==> config.mk <==
export PLATFORM = sky130hd
export DESIGN_NAME = sys_bus_arbiter_flat
export DESIGN_NICKNAME = d
export VERILOG_FILES = /design/src/rtl/sys_bus_arbiter_pkg.sv /design/src/rtl/sys_bus_arbiter_if.sv /design/src/rtl/sys_bus_arbiter_decoder.sv /design/src/rtl/sys_bus_arbiter.sv /design/src/flat_wrapper.sv
export SDC_FILE = /design/constraint.sdc
export NUM_CORES = 1
export LEC_CHECK = 0
export ABC_CLOCK_PERIOD_IN_PS = 4100
export CORE_AREA = 3 3 156 158
export CTS_CLUSTER_SIZE = 8
export DETAILED_ROUTE_END_ITERATION = 8
export DIE_AREA = 0 0 159 161
export HOLD_SLACK_MARGIN = 0.06
export SETUP_SLACK_MARGIN = 0.1
export SKIP_LAST_GASP = 1
export SYNTH_ARGS = -nofsm -noshare
export SYNTH_HDL_FRONTEND = slang
export SYNTH_HIERARCHICAL = 1
export SYNTH_SLANG_ARGS = --single-unit
==> constraint.sdc <==
create_clock -name clk -period 4.1 [get_ports clk]
set_clock_uncertainty 0.05 [all_clocks]
set_input_delay 0.82 -clock clk [delete_from_list [all_inputs] [get_ports clk]]
set_output_delay 0.82 -clock clk [all_outputs]
set_load 0.03 [all_outputs]
==> src/rtl/sys_bus_arbiter_pkg.sv <==
// Shared types, select modes and FSM encodings for the two-master system bus arbiter.
// Pure declarations: no latency, no flow control.
package sys_bus_arbiter_pkg;

   typedef logic [1:0]  SelectModeBus;
   typedef logic [31:0] MemAddressBus;
   typedef logic [31:0] MemByteBus;

   localparam SelectModeBus SEL_NONE  = 2'b00;
   localparam SelectModeBus SEL_READ  = 2'b01;
   localparam SelectModeBus SEL_WRITE = 2'b10;

   typedef enum logic [1:0] {
      IDLE   = 2'b00,
      GNT_M0 = 2'b01,
      GNT_M1 = 2'b10
   } arb_state_t;

   typedef struct packed {
      MemAddressBus addr;
      MemByteBus    data;
      logic         rw;
   } bus_req_t;

   function automatic SelectModeBus sel_mode(input logic rw);
      return rw ? SEL_WRITE : SEL_READ;
   endfunction

endpackage

==> src/rtl/sys_bus_arbiter_if.sv <==
// Master- and slave-side signal bundle of the shared bus; the arbiter uses the slave modport.
// Wires only: no latency; masters are stalled through the hold outputs.
interface sys_bus_arbiter_if #(
   parameter int SLAVE_NUM = 4
);
   import sys_bus_arbiter_pkg::*;

   logic                     m0_req_in,  m1_req_in;
   MemAddressBus             m0_addr_in, m1_addr_in;
   MemByteBus                m0_data_in, m1_data_in;
   logic                     m0_rw_in,   m1_rw_in;
   SelectModeBus             m0_select_as_out, m1_select_as_out;
   MemByteBus                m0_data_out, m1_data_out;
   logic                     m0_hold_out, m1_hold_out;
   MemAddressBus             s_addr_out;
   MemByteBus                s_data_out;
   logic                     s_rw_out;
   logic [2*SLAVE_NUM-1:0]   s_select_as_out;
   logic [32*SLAVE_NUM-1:0]  s_data_in;
   logic                     decode_err_out;

   modport slave (
      input  m0_req_in, m1_req_in, m0_addr_in, m1_addr_in,
             m0_data_in, m1_data_in, m0_rw_in, m1_rw_in, s_data_in,
      output m0_select_as_out, m1_select_as_out, m0_data_out, m1_data_out,
             m0_hold_out, m1_hold_out, s_addr_out, s_data_out, s_rw_out,
             s_select_as_out, decode_err_out
   );

   modport master (
      output m0_req_in, m1_req_in, m0_addr_in, m1_addr_in,
             m0_data_in, m1_data_in, m0_rw_in, m1_rw_in, s_data_in,
      input  m0_select_as_out, m1_select_as_out, m0_data_out, m1_data_out,
             m0_hold_out, m1_hold_out, s_addr_out, s_data_out, s_rw_out,
             s_select_as_out, decode_err_out
   );

endinterface

==> src/rtl/sys_bus_arbiter_decoder.sv <==
// Address decoder: slave index from addr[DEC_HI:DEC_LO] to a one-hot per-slave select mode.
// Combinational; out-of-range indices select nothing and flag decode_err.
module bus_addr_decoder
   import sys_bus_arbiter_pkg::*;
#(
   parameter int SLAVE_NUM = 4,
   parameter int DEC_HI    = 31,
   parameter int DEC_LO    = 28,
   parameter int IDX_W     = DEC_HI - DEC_LO + 1
) (
   input  MemAddressBus           addr,
   input  logic                   rw,
   input  logic                   valid,
   output logic [2*SLAVE_NUM-1:0] select_as,
   output logic [IDX_W-1:0]       index,
   output logic                   decode_err
);

   logic in_range;
   logic unused_addr;

   assign index       = addr[DEC_HI:DEC_LO];
   assign unused_addr = ^addr;
   // one extra bit so SLAVE_NUM == 2**IDX_W still compares correctly
   assign in_range    = {1'b0, index} < (IDX_W + 1)'(SLAVE_NUM);
   assign decode_err  = valid & ~in_range;

   always_comb begin
      select_as = '0;
      for (int i = 0; i < SLAVE_NUM; i++) begin
         if (valid && in_range && index == IDX_W'(i)) begin
            select_as[2*i +: 2] = sel_mode(rw);
         end
      end
   end

endmodule

==> src/rtl/sys_bus_arbiter.sv <==
// Two-master round-robin bus arbiter with bounded grant length and per-slave address decode.
// Grant one cycle after request from IDLE; losers see hold until granted, datapath is combinational.
module sys_bus_arbiter
   import sys_bus_arbiter_pkg::*;
#(
   parameter int SLAVE_NUM = 4,
   parameter int DEC_HI    = 31,
   parameter int DEC_LO    = 28,
   parameter int GRANT_MAX = 16
) (
   input logic              clk,
   input logic              rst,
   sys_bus_arbiter_if.slave bus
);

   localparam int IDX_W = DEC_HI - DEC_LO + 1;
   localparam int CNT_W = $clog2(GRANT_MAX + 1);
   localparam logic [CNT_W-1:0] CNT_LAST = CNT_W'(GRANT_MAX - 1);
   localparam logic [CNT_W-1:0] CNT_SAT  = CNT_W'(GRANT_MAX);

   arb_state_t             state, state_nxt;
   logic                   last, last_nxt;
   logic [CNT_W-1:0]       cnt, cnt_nxt;

   logic                   gnt_m0, gnt_m1, granted;
   bus_req_t               m0_req, m1_req, gnt_req;
   logic [2*SLAVE_NUM-1:0] sel_vec;
   logic [IDX_W-1:0]       idx;
   logic                   dec_err;
   SelectModeBus           slave_mode;
   MemByteBus              rd_data;

   always_ff @(posedge clk or posedge rst) begin
      if (rst) begin
         state <= IDLE;
         last  <= 1'b1;
         cnt   <= '0;
      end else begin
         state <= state_nxt;
         last  <= last_nxt;
         cnt   <= cnt_nxt;
      end
   end

   // Handover fires from GRANT_MAX-1 upward so a master that saturated the
   // counter while alone still yields as soon as the other one asks.
   always_comb begin
      state_nxt = state;
      last_nxt  = last;
      cnt_nxt   = cnt;
      case (state)
         IDLE: begin
            if (bus.m0_req_in && (!bus.m1_req_in || last)) state_nxt = GNT_M0;
            else if (bus.m1_req_in)                         state_nxt = GNT_M1;
         end
         GNT_M0: begin
            if (!bus.m0_req_in || (bus.m1_req_in && cnt >= CNT_LAST)) begin
               last_nxt  = 1'b0;
               state_nxt = bus.m1_req_in ? GNT_M1 : IDLE;
            end else if (cnt != CNT_SAT) begin
               cnt_nxt = cnt + 1'b1;
            end
         end
         GNT_M1: begin
            if (!bus.m1_req_in || (bus.m0_req_in && cnt >= CNT_LAST)) begin
               last_nxt  = 1'b1;
               state_nxt = bus.m0_req_in ? GNT_M0 : IDLE;
            end else if (cnt != CNT_SAT) begin
               cnt_nxt = cnt + 1'b1;
            end
         end
         default: state_nxt = IDLE;
      endcase
      if (state_nxt != state) cnt_nxt = '0;
   end

   assign gnt_m0  = (state == GNT_M0);
   assign gnt_m1  = (state == GNT_M1);
   assign granted = gnt_m0 | gnt_m1;

   assign m0_req  = '{addr: bus.m0_addr_in, data: bus.m0_data_in, rw: bus.m0_rw_in};
   assign m1_req  = '{addr: bus.m1_addr_in, data: bus.m1_data_in, rw: bus.m1_rw_in};
   assign gnt_req = gnt_m0 ? m0_req : (gnt_m1 ? m1_req : '0);

   bus_addr_decoder #(
      .SLAVE_NUM (SLAVE_NUM),
      .DEC_HI    (DEC_HI),
      .DEC_LO    (DEC_LO),
      .IDX_W     (IDX_W)
   ) u_dec (
      .addr       (gnt_req.addr),
      .rw         (gnt_req.rw),
      .valid      (granted),
      .select_as  (sel_vec),
      .index      (idx),
      .decode_err (dec_err)
   );

   always_comb begin
      rd_data = '0;
      for (int i = 0; i < SLAVE_NUM; i++) begin
         if (granted && !dec_err && idx == IDX_W'(i)) rd_data = bus.s_data_in[32*i +: 32];
      end
   end

   assign slave_mode = (granted && !dec_err) ? sel_mode(gnt_req.rw) : SEL_NONE;

   assign bus.s_addr_out       = gnt_req.addr;
   assign bus.s_data_out       = gnt_req.data;
   assign bus.s_rw_out         = gnt_req.rw;
   assign bus.s_select_as_out  = sel_vec;
   assign bus.decode_err_out   = dec_err;

   assign bus.m0_select_as_out = gnt_m0 ? slave_mode : SEL_NONE;
   assign bus.m1_select_as_out = gnt_m1 ? slave_mode : SEL_NONE;
   assign bus.m0_data_out      = gnt_m0 ? rd_data : '0;
   assign bus.m1_data_out      = gnt_m1 ? rd_data : '0;
   assign bus.m0_hold_out      = bus.m0_req_in & ~gnt_m0;
   assign bus.m1_hold_out      = bus.m1_req_in & ~gnt_m1;

endmodule
==> src/flat_wrapper.sv <==
// flat-port wrapper written by rule: the top's interface ports become plain ports
module sys_bus_arbiter_flat import sys_bus_arbiter_pkg::*;
#(
   parameter int SLAVE_NUM = 4,
   parameter int DEC_HI    = 31,
   parameter int DEC_LO    = 28,
   parameter int GRANT_MAX = 16
)
  (clk, rst, bus_m0_req_in, bus_m1_req_in, bus_m0_addr_in, bus_m1_addr_in, bus_m0_data_in, bus_m1_data_in, bus_m0_rw_in, bus_m1_rw_in, bus_s_data_in, bus_m0_select_as_out, bus_m1_select_as_out, bus_m0_data_out, bus_m1_data_out, bus_m0_hold_out, bus_m1_hold_out, bus_s_addr_out, bus_s_data_out, bus_s_rw_out, bus_s_select_as_out, bus_decode_err_out);
  sys_bus_arbiter_if #(.SLAVE_NUM(SLAVE_NUM)) bus_i ();
  input logic clk;
  input logic rst;
  input wire logic [$bits(bus_i.m0_req_in)-1:0] bus_m0_req_in;
  input wire logic [$bits(bus_i.m1_req_in)-1:0] bus_m1_req_in;
  input wire logic [$bits(bus_i.m0_addr_in)-1:0] bus_m0_addr_in;
  input wire logic [$bits(bus_i.m1_addr_in)-1:0] bus_m1_addr_in;
  input wire logic [$bits(bus_i.m0_data_in)-1:0] bus_m0_data_in;
  input wire logic [$bits(bus_i.m1_data_in)-1:0] bus_m1_data_in;
  input wire logic [$bits(bus_i.m0_rw_in)-1:0] bus_m0_rw_in;
  input wire logic [$bits(bus_i.m1_rw_in)-1:0] bus_m1_rw_in;
  input wire logic [$bits(bus_i.s_data_in)-1:0] bus_s_data_in;
  output wire logic [$bits(bus_i.m0_select_as_out)-1:0] bus_m0_select_as_out;
  output wire logic [$bits(bus_i.m1_select_as_out)-1:0] bus_m1_select_as_out;
  output wire logic [$bits(bus_i.m0_data_out)-1:0] bus_m0_data_out;
  output wire logic [$bits(bus_i.m1_data_out)-1:0] bus_m1_data_out;
  output wire logic [$bits(bus_i.m0_hold_out)-1:0] bus_m0_hold_out;
  output wire logic [$bits(bus_i.m1_hold_out)-1:0] bus_m1_hold_out;
  output wire logic [$bits(bus_i.s_addr_out)-1:0] bus_s_addr_out;
  output wire logic [$bits(bus_i.s_data_out)-1:0] bus_s_data_out;
  output wire logic [$bits(bus_i.s_rw_out)-1:0] bus_s_rw_out;
  output wire logic [$bits(bus_i.s_select_as_out)-1:0] bus_s_select_as_out;
  output wire logic [$bits(bus_i.decode_err_out)-1:0] bus_decode_err_out;
  assign bus_i.m0_req_in = bus_m0_req_in;
  assign bus_i.m1_req_in = bus_m1_req_in;
  assign bus_i.m0_addr_in = bus_m0_addr_in;
  assign bus_i.m1_addr_in = bus_m1_addr_in;
  assign bus_i.m0_data_in = bus_m0_data_in;
  assign bus_i.m1_data_in = bus_m1_data_in;
  assign bus_i.m0_rw_in = bus_m0_rw_in;
  assign bus_i.m1_rw_in = bus_m1_rw_in;
  assign bus_i.s_data_in = bus_s_data_in;
  assign bus_m0_select_as_out = bus_i.m0_select_as_out;
  assign bus_m1_select_as_out = bus_i.m1_select_as_out;
  assign bus_m0_data_out = bus_i.m0_data_out;
  assign bus_m1_data_out = bus_i.m1_data_out;
  assign bus_m0_hold_out = bus_i.m0_hold_out;
  assign bus_m1_hold_out = bus_i.m1_hold_out;
  assign bus_s_addr_out = bus_i.s_addr_out;
  assign bus_s_data_out = bus_i.s_data_out;
  assign bus_s_rw_out = bus_i.s_rw_out;
  assign bus_s_select_as_out = bus_i.s_select_as_out;
  assign bus_decode_err_out = bus_i.decode_err_out;
  sys_bus_arbiter #(.SLAVE_NUM(SLAVE_NUM), .DEC_HI(DEC_HI), .DEC_LO(DEC_LO), .GRANT_MAX(GRANT_MAX)) u_core (.clk(clk), .rst(rst), .bus(bus_i));
endmodule
==> qor.txt <==
CP endpoint kind: output pin
Dominant cells by area after synthesis: a22o_1, and2_1, a221o_1
DIE AREA: 25600 um2
Die width: 159 um
Mux contribution to synthesized area: 6.31%
DR WL met2: 10500 um
Synth top area share: 30.0%
Gr ovfl total: 0
Core Rows: 56
Nets: 1020
Post-DP HPWL: 16900 um
Clock Latency Late Sink: 0.23 ns
Async S/R FF share, synth: 100%
H-Tree Depth: 1
Initial antenna violation count: 0
Seq/Total Area, Yosys: 7.58%
Worst endpoint required time: 3.23 ns
Cts bufs inserted: 3
Period utilisation layout: 98.3%
Startpoint Class: primary input
Pleak: 0.00304 uW
Synthesized instance count: 346
Leading area contributor after synthesis: a22o_1
Via-per-instance ratio: 4.28
Critical path's top delay family: simple AND/OR/NAND/NOR gates
Port buffer count: 405
Avg Synthesized Cell Area: 7.68 um2
Routed Antenna Nets: 0
Vias: 4574
Fillers: 2463
Max Cap Viol: 0
Root Driver: clkbuf_16
Max Fclk: 248 MHz
Post-synth EDFFs: 0
Yosys warns: 6
Multi-input gate area: 2390 um2
Top cells by count, synth: a22o_1, and2_1, nor2_1
Adder-cell share of the synthesized area: 3.29%
Largest net degree at the start of global routing: 35
Critical path's slowest cell: nor4b_4
Starting DRT DRC Count: 252
Routed length on met3: 1830 um
Clk slew on worst S/H paths: 0.04 ns
Smallest hold slack: 0.461 ns
Die height: 161 um
PD cells: 625 nW/um2
Post-Synth Simple-Gate Area: 28.8%
Count of final setup violators: 0
Final wirelength: 21000 um
Largest family of logic cells by synthesized area: compound AO/OA/AOI/OAI gates
WL/cell: 19.6 um
FF+latch area: 204 um2
CP Buf/Inv Count: 5
Peak supply drop: 0.000200 V
Synth Net Count: 615
Initial Util: 11.4%
Area delta synth->final: 183%
Max stage delay on crit path: 0.26 ns
M1 WL: 8430 um
DRC Markers: 0
Vias in the first global route: 4694
CTS Buffer Depth: 2
Core area: 23300 um2
Post-synth cell types: 42
Diodes inserted: 0
CP cell instances: clkdlybuf4s15_2 > a22o_4 > or2_4 > and2_4 > nor4b_4 > buf_4 > and3b_2 > buf_12 > clkbuf_16 > a22o_1 > a221o_1 > and2_1 > buf_6
Flops & latches, synth: 8
Setup repair after global routing missed its margin: true
Clock Sinks: 8
CP Class: in2out
Compound-gate portion of the synthesized area: 44.0%
TNS Setup: 0 ns
Max-slew violations: 0
Outcome: complete, no violations
CTS Hold Bufs: 0
# IOs: 406
Uppermost layer routed: met4
GPL Wtd Cong: 0.841
Relative slew slack: 66.8%
Tmin final: 4.03 ns
All-Layer GR Usage: 14.9%
Crit Path Max Fanout: 6
First-pass GRT wire length: 29600 um
Share of cells above drive strength 1: 25.6%
Number of detailed-route iterations in the first pass: 4
CP Data Arrival Time: 3.16 ns
CTS tree: built
Post-synthesis cell area: 2660 um2
Reg-to-reg setup timing slack: 1.57 ns
Synth Area in XOR/XNOR: 0.988%
Top FF cell, synth: dfrtp_1
Most numerous cell in the Yosys netlist: a22o_1
Hold Path Class: reg2reg
Final hold vios: 0
Worst slew pin tran: 0.485 ns
==> cells in the final DEF (no fill, tap or decap), types with 8 or more instances in the layout <==
master           count
buf_4               69
and2_4              45
a221o_1             25
buf_12               8
clkdlybuf4s50_1    317
nand2_1             19
buf_6               37
a22o_1              89
nor2_1              27
==> what timing repair did <==
item                       CTS  global route
cloned                       2             2
resized for setup           41            18
setup buffers                9             3
setup endpoints to repair   50            52
pin swaps                    9             1
==> cell type report <==
type | count | share of cell area [%]
timing repair buffer | 439 | 58.5
inverter | 10 | 0.666
sequential | 8 | 2.71
multi-input combinational | 289 | 31.8
clock buffer | 4 | 1.05
tap | 319 | 5.31
==> layer usage <==
| layer | vias to the layer above | GRT usage, % |
|---|---|---|
| met4 | 0 | 2.55 |
| met1 | 2144 | 18.3 |
| met3 | 12 | 3.57 |
| li1 | 2155 | - |
| met2 | 263 | 26.9 |
| met5 | - | 0 |
==> tightest hold or removal path: stages, from the launching register on <==
cell	delay (ns)
dfstp_2	0.37
o21ai_0	0.06
o31ai_1	0.07
==> through the flow <==
stage               power, uW  setup slack, ns  cell area, um2  instances  utilization [%]
floorplan                2640            0.113            2860        346                -
global placement         4210           -0.120            7090       1049             30.5
detailed placement       4200           -0.151            7090       1049             30.5
CTS                      4650           0.0386            7380       1064             31.7
global route             4960          -0.0768            7510       1069             32.3
finish                   4700           0.0717            7510       1069             32.3
==> registers in the layout (all words and copies together), names as in the netlist <==
| name | count |
|---|---|
| u_core/cnt | 5 |
| u_core/state | 2 |
| u_core/last | 1 |
==> path summary, 6_finish.rpt <==
path	from	endpoint	cells after the start
setup / recovery	bus_m1_addr_in[31]	bus_m1_data_out[0]	13
hold / removal	u_core/last	u_core/last	2
setup reg to reg	u_core/cnt[0]	u_core/cnt[4]	8
hold reg to reg	u_core/last	u_core/last	2
max in group asynchronous	rst	u_core/last	2
min in group asynchronous	rst	u_core/cnt[3]	2
==> power by group <==
group | switching, uW | leakage, uW | internal [uW]
Sequential | 26.7 | 0.000102 | 108
Combinational | 2400 | 0.00290 | 2000
Clock | 37.3 | 0.0000382 | 129
Total | 2460 | 0.00304 | 2230
==> kinds of logic after synthesis <==
kind of cell / after synthesis
AO/OA/AOI/OAI: 135
multiplexers: 8
adder cells (fa/ha/maj): 7
AND/OR/NAND/NOR: 136
flip-flops: 8
buffers and inverters: 49
XOR/XNOR: 3
No activity file was read; power rests on OpenSTA's default activity.
